**src/rtl/cpu_pkg.sv**
```systemverilog
// Shared definitions for the pipelined ARM CPU.
// Contents:
//   DATA_WIDTH            - datapath / address width
//   OP_*                  - 5-bit opcode constants
//   mem_state_e           - encoding of the memory-access FSM
//   is_word_aligned()     - true when a byte address is on a 32-bit word boundary
package cpu_pkg;

    localparam int DATA_WIDTH = 32;

    localparam logic [4:0] OP_ADD = 5'b00000;
    localparam logic [4:0] OP_CMP = 5'b01010;
    localparam logic [4:0] OP_LDR = 5'b10010;
    localparam logic [4:0] OP_STR = 5'b10011;

    typedef enum logic [0:0] {
        ST_IDLE = 1'b0,
        ST_WAIT = 1'b1
    } mem_state_e;

    function automatic logic is_word_aligned(input logic [1:0] addr_lsb);
        return (addr_lsb == 2'b00);
    endfunction

endpackage

```
**src/rtl/mem_access_fsm.sv**
```systemverilog
// Sequencer for one data-memory access in the MEM stage.
// Ports:
//   clk, reset        - clock, synchronous active-high reset
//   enable            - pipeline advance; 0 freezes state and counter
//   mem_access        - current EX/MEM instruction is a load or store
//   aligned           - its effective address is word aligned
//   dmem_ready        - memory completes the access this cycle
//   dmem_req          - request to data memory (combinational)
//   stall_out         - hold upstream pipeline (combinational)
//   complete          - access finishes on the coming edge
//   abort             - access is dropped (misaligned or timed out) on the coming edge
//   bubble            - MEM/WB must load a bubble on the coming edge
module mem_access_fsm
    import cpu_pkg::*;
#(
    parameter int TIMEOUT_CYCLES = 16,
    parameter int CNT_W          = 5
) (
    input  logic clk,
    input  logic reset,
    input  logic enable,
    input  logic mem_access,
    input  logic aligned,
    input  logic dmem_ready,
    output logic dmem_req,
    output logic stall_out,
    output logic complete,
    output logic abort,
    output logic bubble
);

    localparam logic [CNT_W-1:0] CNT_LIMIT = CNT_W'(TIMEOUT_CYCLES);

    mem_state_e       state_r;
    mem_state_e       state_next_s;
    logic [CNT_W-1:0] cnt_r;
    logic [CNT_W-1:0] cnt_next_s;
    logic             req_s;
    logic             stall_s;

    // State and wait-counter register
    always_ff @(posedge clk) begin
        if (reset) begin
            state_r <= ST_IDLE;
            cnt_r   <= '0;
        end else if (enable) begin
            state_r <= state_next_s;
            cnt_r   <= cnt_next_s;
        end else begin
            state_r <= state_r;
            cnt_r   <= cnt_r;
        end
    end

    // Next-state, handshake and strobe decode
    always_comb begin
        state_next_s = state_r;
        cnt_next_s   = cnt_r;
        req_s        = 1'b0;
        stall_s      = 1'b0;
        complete     = 1'b0;
        abort        = 1'b0;
        bubble       = 1'b0;
        case (state_r)
            ST_IDLE: begin
                // Only issue when the pipeline advances, so a frozen pipeline
                // never lets memory perform an access we would then ignore.
                if (mem_access && enable) begin
                    if (aligned) begin
                        req_s = 1'b1;
                        if (dmem_ready) begin
                            complete = 1'b1;
                        end else begin
                            stall_s      = 1'b1;
                            bubble       = 1'b1;
                            state_next_s = ST_WAIT;
                            cnt_next_s   = CNT_W'(1);
                        end
                    end else begin
                        abort = 1'b1;
                    end
                end else begin
                    req_s = 1'b0;
                end
            end
            ST_WAIT: begin
                req_s = 1'b1;
                if (enable) begin
                    // Ready wins over timeout when both land in the same cycle.
                    if (dmem_ready) begin
                        complete     = 1'b1;
                        state_next_s = ST_IDLE;
                        cnt_next_s   = '0;
                    end else if (cnt_r == CNT_LIMIT) begin
                        abort        = 1'b1;
                        state_next_s = ST_IDLE;
                        cnt_next_s   = '0;
                    end else begin
                        stall_s    = 1'b1;
                        bubble     = 1'b1;
                        cnt_next_s = cnt_r + CNT_W'(1);
                    end
                end else begin
                    stall_s = 1'b1;
                end
            end
            default: begin
                state_next_s = ST_IDLE;
                cnt_next_s   = '0;
            end
        endcase
    end

    // Keep the memory port and upstream quiet while reset is applied
    always_comb begin
        if (reset) begin
            dmem_req  = 1'b0;
            stall_out = 1'b0;
        end else begin
            dmem_req  = req_s;
            stall_out = stall_s;
        end
    end

endmodule

```
**src/rtl/mem_stage.sv**
```systemverilog
// MEM stage of the 5-stage ARM pipeline: drives the data-memory port for
// LDR/STR, stalls upstream while an access is outstanding, and registers the
// instruction into the MEM/WB pipeline register.
// Ports:
//   clk, reset, enable            - clock, sync active-high reset, pipeline advance
//   *_in_exmem                    - EX/MEM pipeline register contents
//   dmem_req/we/addr/wdata        - data-memory request (combinational)
//   dmem_rdata, dmem_ready        - data-memory response
//   stall_out                     - hold IF/ID/EX and EX/MEM
//   mem_fault                     - one-cycle pulse on misaligned/timeout abort
//   *_out_memwb                   - MEM/WB pipeline register outputs
module mem_stage
    import cpu_pkg::*;
#(
    parameter int DATA_WIDTH     = cpu_pkg::DATA_WIDTH,
    parameter int TIMEOUT_CYCLES = 16,
    parameter int CNT_W          = 5
) (
    input  logic                  clk,
    input  logic                  reset,
    input  logic                  enable,
    input  logic [DATA_WIDTH-1:0] pc_in_exmem,
    input  logic [DATA_WIDTH-1:0] alu_result_in_exmem,
    input  logic [DATA_WIDTH-1:0] store_data_in_exmem,
    input  logic [3:0]            Rd_in_exmem,
    input  logic [4:0]            opcode_in_exmem,
    input  logic                  reg_write_en_in_exmem,
    input  logic                  mem_to_reg_in_exmem,
    input  logic                  mem_read_in_exmem,
    input  logic                  mem_write_in_exmem,
    output logic                  dmem_req,
    output logic                  dmem_we,
    output logic [DATA_WIDTH-1:0] dmem_addr,
    output logic [DATA_WIDTH-1:0] dmem_wdata,
    input  logic [DATA_WIDTH-1:0] dmem_rdata,
    input  logic                  dmem_ready,
    output logic                  stall_out,
    output logic                  mem_fault,
    output logic [DATA_WIDTH-1:0] pc_out_memwb,
    output logic [DATA_WIDTH-1:0] alu_result_out_memwb,
    output logic [DATA_WIDTH-1:0] mem_read_data_out_memwb,
    output logic [3:0]            Rd_out_memwb,
    output logic [4:0]            opcode_out_memwb,
    output logic                  reg_write_en_out_memwb,
    output logic                  mem_to_reg_out_memwb
);

    logic                  mem_access_s;
    logic                  aligned_s;
    logic                  complete_s;
    logic                  abort_s;
    logic                  bubble_s;

    logic [DATA_WIDTH-1:0] pc_r;
    logic [DATA_WIDTH-1:0] alu_r;
    logic [DATA_WIDTH-1:0] rdata_r;
    logic [3:0]            rd_r;
    logic [4:0]            opcode_r;
    logic                  reg_write_r;
    logic                  mem_to_reg_r;
    logic                  fault_r;

    assign mem_access_s = mem_read_in_exmem | mem_write_in_exmem;
    assign aligned_s    = is_word_aligned(alu_result_in_exmem[1:0]);

    assign dmem_addr  = alu_result_in_exmem;
    assign dmem_wdata = store_data_in_exmem;
    assign dmem_we    = mem_write_in_exmem;

    mem_access_fsm #(
        .TIMEOUT_CYCLES (TIMEOUT_CYCLES),
        .CNT_W          (CNT_W)
    ) u_fsm (
        .clk        (clk),
        .reset      (reset),
        .enable     (enable),
        .mem_access (mem_access_s),
        .aligned    (aligned_s),
        .dmem_ready (dmem_ready),
        .dmem_req   (dmem_req),
        .stall_out  (stall_out),
        .complete   (complete_s),
        .abort      (abort_s),
        .bubble     (bubble_s)
    );

    // MEM/WB pipeline register and fault pulse
    always_ff @(posedge clk) begin
        if (reset) begin
            pc_r         <= '0;
            alu_r        <= '0;
            rdata_r      <= '0;
            rd_r         <= 4'h0;
            opcode_r     <= 5'b00000;
            reg_write_r  <= 1'b0;
            mem_to_reg_r <= 1'b0;
            fault_r      <= 1'b0;
        end else if (enable) begin
            fault_r <= abort_s;
            if (bubble_s) begin
                pc_r         <= '0;
                alu_r        <= '0;
                rdata_r      <= '0;
                rd_r         <= 4'h0;
                opcode_r     <= 5'b00000;
                reg_write_r  <= 1'b0;
                mem_to_reg_r <= 1'b0;
            end else begin
                pc_r         <= pc_in_exmem;
                alu_r        <= alu_result_in_exmem;
                rd_r         <= Rd_in_exmem;
                opcode_r     <= opcode_in_exmem;
                mem_to_reg_r <= mem_to_reg_in_exmem;
                // An aborted access must never reach the register file.
                reg_write_r  <= reg_write_en_in_exmem & ~abort_s;
                rdata_r      <= (complete_s && mem_read_in_exmem) ? dmem_rdata : '0;
            end
        end else begin
            // Frozen pipeline: the register holds, the fault stays a single pulse.
            fault_r <= 1'b0;
        end
    end

    assign pc_out_memwb            = pc_r;
    assign alu_result_out_memwb    = alu_r;
    assign mem_read_data_out_memwb = rdata_r;
    assign Rd_out_memwb            = rd_r;
    assign opcode_out_memwb        = opcode_r;
    assign reg_write_en_out_memwb  = reg_write_r;
    assign mem_to_reg_out_memwb    = mem_to_reg_r;
    assign mem_fault               = fault_r;

endmodule

```
**config.mk**
```make
export PLATFORM = sky130hd
export DESIGN_NAME = mem_stage
export DESIGN_NICKNAME = d
export VERILOG_FILES = /design/src/rtl/cpu_pkg.sv /design/src/rtl/mem_access_fsm.sv /design/src/rtl/mem_stage.sv
export SDC_FILE = /design/constraint.sdc
export NUM_CORES = 1
export LEC_CHECK = 0
export BUFFER_PORTS_ARGS = -buffer_cell sky130_fd_sc_hd__buf_4
export CELL_PAD_IN_SITES_DETAIL_PLACEMENT = 0
export CELL_PAD_IN_SITES_GLOBAL_PLACEMENT = 1
export CORE_AREA = 2 2 124 126
export CTS_BUF_LIST = sky130_fd_sc_hd__clkbuf_4 sky130_fd_sc_hd__clkbuf_8
export DETAILED_ROUTE_END_ITERATION = 8
export DIE_AREA = 0 0 126 128
export HOLD_SLACK_MARGIN = 0.05
export PLACE_DENSITY_LB_ADDON = 0.08
export SKIP_LAST_GASP = 1
export SYNTH_ARGS = -nofsm -noshare
export SYNTH_HDL_FRONTEND = slang
export SYNTH_SLANG_ARGS = --single-unit
```
**constraint.sdc**
```tcl
create_clock -name clk -period 4.65 [get_ports clk]
set_clock_uncertainty 0.15 [all_clocks]
set_input_delay 0.465 -clock clk [delete_from_list [all_inputs] [get_ports clk]]
set_output_delay 0.465 -clock clk [all_outputs]
set_load 0.05 [all_outputs]
```
==> run_results.csv, run 1 <==
group,metric,value,unit
outcome,status,"complete, no violations",
route,antenna_left,0,
final_layout,drive_above_1_share,0.502,
clock_tree,cts_tree,"yes",
power,leakage,0.00293,uW
die,die_w,126,um
yosys,netlist_instances,404,
clock_tree,clock_latency,0.42,ns
timing,rsz0062_at_grt,"false",
clock_tree,cts.path.max_buffers,2,
power,vdd_drop_max,0.237,mV
timing,tns,0,ns
timing,max_freq,377,MHz
worst_setup_path,cp_cell_sequence,"inv_1 -> ha_1 -> nor4bb_1 -> buf_4 -> o22ai_4 -> nor2_4 -> a22o_2",
worst_setup_path,path_buf_inv,2,
yosys,synth_top_area_share,0.524,
placed_design,dp.cells,756,
worst_setup_path,cp_top_family,"simple AND/OR/NAND/NOR gates",
worst_setup_path,arrival,2.86,ns
timing,post-route-period-util,0.571,
placed_design,gp_congestion,0.742,
power,clockPowerShare,0.383,
yosys,avgSynthCellArea,10.8,um2
global_routing,grt_usage,0.150,
power,cell_internal_pwr,1700,uW
yosys,synth-async-reset-ratio,0,
power,combinationalPowerShare,0.191,
worst_setup_path,path_max_fanout,54,
clock_tree,clockRootBuffer,"clkbuf_8",
final_layout,area_growth,44.4,%
final_layout,finalNetCount,736,
yosys,ys_seq_area_frac,0.524,
clock_tree,cts_sinks,114,
die,design.die.area,16100,um2
worst_setup_path,max_stage_delay,0.97,ns
die,num_rows,45,
power,sw_frac_of_total,0.303,
route,first_pass_iters,4,
global_routing,grt_max_degree,55,
global_routing,first_global_vias,3565,
yosys,synthFlopType,"dfxtp_1",
yosys,synth_cell_types,37,
final_layout,final_core_util,0.423,
worst_setup_path,startpoint_type,"register",
die,ios,320,
clock_tree,clk_pin_slew,0.08,ns
yosys,synth.area.top_cells,"dfxtp_1 (52%), a22o_1 (14%), buf_4 (11%)",
die,core,14900,um2
timing,period_needed,2.65,ns
power,switchingPower,742,uW
timing,slew_headroom,0.160,
placed_design,hpwl,9050,um
yosys,syn_nets,551,
final_layout,fin_cells,790,
global_routing,overflow,0,
yosys,synth-edff-count,0,
yosys,yosysMostFrequentCell,"dfxtp_1",
route,vias,3675,
hold_path,hp-class,"input port to register",
die,initial_core_util,0.293,
clock_tree,htreeDepth,4,
placed_design,io_buffer_count,255,
timing,slew_viol_final,0,
yosys,ys_ff_latch,114,
route,drt_iter0_drc,168,
final_layout,diodes,0,
global_routing,grt_pass1_wl,18900,um
timing,hold_viol_final,0,
worst_setup_path,cp_slowest_cell,"nor2_4",
worst_setup_path,critical_path_class,"register to register",
yosys,synth_top_area_cell,"dfxtp_1",
timing,tightestPinTransition,1.26,ns
yosys,netlist_area,4360,um2
route,drt-total-wl,12700,um
power,power_density,389,nW/um2
route,drt-vias-per-instance,4.65,
route,remaining_drc_errors,0,
global_routing,antenna_found_initial,0,
die,fp.dieH,128,um
worst_setup_path,cp-end-kind,"register",
worst_setup_path,crit_required,4.86,ns
job,cap_violations,0,
power,p_seq_frac,0.426,
yosys,ys.warnings.count,0,
timing,holdWs,0.0911,ns
yosys,yosys-top-cells-count,"dfxtp_1 (114), a22o_1 (71), buf_4 (65)",
route,wire_per_inst,16.1,um
final_layout,fillCellCount,1487,
clock_tree,cts_buffers,17,
timing,finalSetupViolations,0,
## per-layer routing
| metal | vias up | GRT usage | routed length (um) |
|---|---|---|---|
| met5 | - | 0 | 0 |
| met4 | 0 | 0.0588 | 190 |
| met3 | 12 | 0.0705 | 1270 |
| met2 | 182 | 0.245 | 6150 |
| met1 | 1704 | 0.169 | 5110 |
| li1 | 1777 | - | - |
## power groups by stage
stage                     combinational (uW)  sequential, uW  clock [uW]
after global routing                     489            1050        1020
after CTS                                471            1040         976
final                                    467            1040         937
after floorplan                          240            1200           0
after detailed placement                 470            1060           0
after global placement                   469            1060           0
## final cells by class
cell class	instances	area (um2)	share of cell area
sequential	114	2280	0.363
timing repair buffer	260	1960	0.311
multi-input combinational	193	1400	0.222
clock buffer	20	275	0.0438
tap	188	235	0.0374
clock inverter	12	133	0.0211
inverter	3	11.3	0.00179
## flip-flops by register name (all words and copies together), names as in the netlist
name                     count
mem_read_data_out_memwb     32
pc_out_memwb                32
Rd_out_memwb                 4
u_fsm.state_r                1
mem_to_reg_out_memwb         1
u_fsm.cnt_r                  5
opcode_out_memwb             5
mem_fault                    1
alu_result_out_memwb        32
reg_write_en_out_memwb       1
## metrics by stage
stage,total power [uW],cell area (um2),worst slack [ns]
finish,2450,6290,2.00
global route,2550,6290,1.75
CTS,2490,6270,1.93
detailed placement,1530,5860,1.85
global placement,1530,5860,1.92
floorplan,1440,4360,1.95
## layout by cell type (no fill, tap or decap), types with 2 or more instances in the layout
| master | n |
|---|---|
| dlygate4sd3_1 | 2 |
| inv_1 | 2 |
| dfxtp_1 | 114 |
| nand3_1 | 5 |
| clkinv_4 | 2 |
| nor2_1 | 39 |
| clkinvlp_4 | 6 |
| clkinv_2 | 2 |
| nor3_1 | 5 |
| nand2_1 | 3 |
| a22o_2 | 5 |
| a31oi_1 | 2 |
| a22o_1 | 71 |
| ha_1 | 2 |
| buf_4 | 258 |
| a22oi_1 | 31 |
| bufinv_16 | 2 |
| nor2_4 | 2 |
| o21ai_0 | 3 |
| clkbuf_8 | 20 |
| a21oi_1 | 7 |
## logic make-up after synthesis
family,after synthesis,synth area share
compound gates,126,0.239
simple gates,65,0.0738
flops,114,0.524
fa+ha+maj,2,0.00574
buf+inv,97,0.157
## worst register-to-register path, stage by stage (launching register included)
cell and delay, ns:
dfxtp_1 0.36, inv_1 0.08, ha_1 0.14, nor4bb_1 0.27, buf_4 0.21, o22ai_4 0.11, nor2_4 0.97, a22o_2 0.32
## repair_timing
item                                   CTS  global route
endpoints found under the hold margin    0             2
buffers inserted                         0             0
hold buffers                             0             2
resized for setup                        0             0
## worst paths after layout
path                           from                       end  slack, ns  depth (start not counted)
min reg2reg  reg_write_en_out_memwb    reg_write_en_out_memwb       0.32                          1
max                  u_fsm.cnt_r[0]  alu_result_out_memwb[30]       2.00                          7
max reg2reg          u_fsm.cnt_r[0]  alu_result_out_memwb[30]       2.00                          7
min                 pc_in_exmem[23]          pc_out_memwb[23]       0.09                          2
Note: power is estimated with default switching activity, not from simulation.
==> inputs of run 2 (changes only) <==
Settings changed: ABC_AREA set to 1, CORE_AREA 2 2 124 126 to unset, CORE_ASPECT_RATIO set to 1.5, CORE_MARGIN set to 1, CORE_UTILIZATION set to 29, DIE_AREA 0 0 126 128 to unset.
Clock period 4.65 ns to 2.7 ns, I/O delays scaled along.
==> run_results.csv, run 2 <==
group,metric,value,unit
yosys,synth.area.top_cells,"dfxtp_1 (46%), nand3_1 (12%), buf_4 (10%)",
die,num_rows,57,
route,wire_per_inst,14.6,um
die,core,16400,um2
worst_setup_path,crit_required,2.28,ns
global_routing,overflow,0,
final_layout,area_growth,60.1,%
route,drt-total-wl,16300,um
yosys,synth_cell_types,25,
global_routing,grt_pass1_wl,25300,um
final_layout,drive_above_1_share,0.338,
power,vdd_drop_max,0.267,mV
yosys,ys.warnings.count,0,
timing,post-route-period-util,0.895,
power,leakage,0.00361,uW
worst_setup_path,path_buf_inv,4,
global_routing,first_global_vias,5039,
worst_setup_path,cp_top_family,"buffers and inverters",
hold_path,hold_depth,5,
route,vias,5141,
yosys,ys_seq_area_frac,0.465,
worst_setup_path,critical_path_class,"register to output port",
placed_design,io_buffer_count,255,
clock_tree,cts_sinks,114,
route,first_pass_iters,4,
clock_tree,cts.path.max_buffers,2,
yosys,yosys-top-cells-count,"nand2_1 (126), nand3_1 (115), dfxtp_1 (114)",
worst_setup_path,critical_path.most_common_cell,"inv_1",
route,drt-vias-per-instance,4.58,
worst_setup_path,arrival,2.00,ns
global_routing,grt_usage,0.184,
clock_tree,htreeDepth,4,
worst_setup_path,cp_cell_sequence,"inv_1 -> ha_1 -> nand2_1 -> inv_1 -> nand2_1 -> nand3_2 -> nand2_4 -> o21ai_0 -> inv_1 -> buf_4",
worst_setup_path,path_max_fanout,5,
job,cap_violations,0,
clock_tree,cts_tree,"yes",
yosys,netlist_area,4910,um2
worst_setup_path,r2r-end,"mem_read_data_out_memwb[8]",
route,antenna_left,0,
clock_tree,clock_latency,0.42,ns
final_layout,mostFrequentLayoutCells,"buf_4 (263), nand2_1 (125), nand3_1 (115)",
placed_design,gp_congestion,0.759,
yosys,avgSynthCellArea,7.88,um2
worst_setup_path,startpoint_type,"register",
final_layout,final_core_util,0.479,
route,remaining_drc_errors,0,
yosys,yosysMostFrequentCell,"nand2_1",
die,design.die.area,17500,um2
clock_tree,cts_buffers,17,
final_layout,fillCellCount,1648,
route,drt_iter0_drc,226,
die,fp.dieH,161,um
worst_setup_path,cp_slowest_cell,"dfxtp_1",
timing,finalSetupViolations,0,
hold_path,min-delay-start,"reg_write_en_in_exmem",
worst_setup_path,r2r_slack,0.59,ns
final_layout,finalNetCount,1052,
hold_path,whs_endpoint,"reg_write_en_out_memwb",
timing,tns,0,ns
die,ios,320,
timing,slew_viol_final,0,
hold_path,hp-class,"input port to register",
final_layout,layout_commonest_cell,"buf_4",
die,initial_core_util,0.299,
yosys,synth-async-reset-ratio,0,
yosys,synth_top_area_cell,"dfxtp_1",
yosys,syn_nets,770,
final_layout,diodes,0,
timing,rsz0062_at_grt,"false",
global_routing,antenna_found_initial,0,
yosys,netlist_instances,623,
timing,hold_viol_final,0,
timing,tightestPinTransition,1.20,ns
power,power_density,554,nW/um2
timing,period_needed,2.42,ns
worst_setup_path,r2r-start,"u_fsm.state_r",
yosys,ys_ff_latch,114,
yosys,synthFlopType,"dfxtp_1",
worst_setup_path,max_stage_delay,0.34,ns
outcome,status,"complete, no violations",
placed_design,hpwl,10600,um
yosys,synth-edff-count,0,
timing,max_freq,414,MHz
die,die_w,108,um
timing,slew_headroom,0.201,
yosys,synth_top_area_share,0.465,
worst_setup_path,cp-end-kind,"output port",
global_routing,grt_max_degree,73,
clock_tree,clk_pin_slew,0.08,ns
worst_setup_path,rr_worst_depth,5,
clock_tree,clockRootBuffer,"clkbuf_8",
run 2: worst min-delay path: stages:
cell     delay [ns]
buf_4          0.11
nand3_1        0.07
nor2_1         0.05
nor2_1         0.07
nor2_1         0.04
run 2: power by group:
part           total [uW]  internal, uW  leakage, uW  switching (uW)
registers            1800          1760     0.000933            42.2
clock network        1510           797     0.000183             717
logic                1040           399      0.00249             638
total                4350          2950      0.00361            1400
run 2: cell type report:
class,instances,area [um2],area share
tap,206,258,0.0328
sequential,114,2280,0.290
inverter,19,76.3,0.00971
clock buffer,21,283,0.0360
multi-input combinational,380,1800,0.229
timing repair buffer,373,3080,0.391
clock inverter,10,85.1,0.0108
run 2: worst max path at each step:
stage	from	endpoint	slack, ns	depth (start not counted)
after CTS	u_fsm.cnt_r[0]	stall_out	0.20	10
after floorplan	u_fsm.cnt_r[0]	stall_out	0.89	9
after detailed placement	u_fsm.state_r	mem_read_data_out_memwb[8]	0.58	5
after global placement	u_fsm.state_r	mem_read_data_out_memwb[3]	0.63	5
after global routing	u_fsm.cnt_r[0]	stall_out	0.08	10
final	u_fsm.cnt_r[0]	stall_out	0.28	10
run 2: stage by stage:
step           area, um2  power (uW)  hold slack, ns  instances  worst slack, ns
2_1_floorplan       4910        2560           0.259        623            0.893
4_1_cts             7860        4410          0.0531       1123            0.199
6_report            7860        4350          0.0870       1123            0.282
3_5_place_dp        6390        2750           0.307        982            0.579
5_1_grt             7860        4550          0.0715       1123           0.0809
3_3_place_gp        6390        2750           0.302        982            0.633
run 2: routing by layer:
layer / routed length [um] / GRT usage
met5: 0 / 0
met4: 289 / 0.0685
met3: 1090 / 0.0476
met2: 8350 / 0.328
met1: 6610 / 0.205
run 2: timing repair:
action,4_1_cts,5_1_grt
endpoints found under the hold margin,108,0
buffers inserted,0,0
resized for setup,0,0
hold buffers,110,0
run 2: logic make-up after synthesis:
logic type / count (synthesis) / share of synthesized area
simple gates: 264 / 0.241
buf+inv: 129 / 0.169
compound gates: 114 / 0.120
flops: 114 / 0.465
fa+ha+maj: 2 / 0.00510
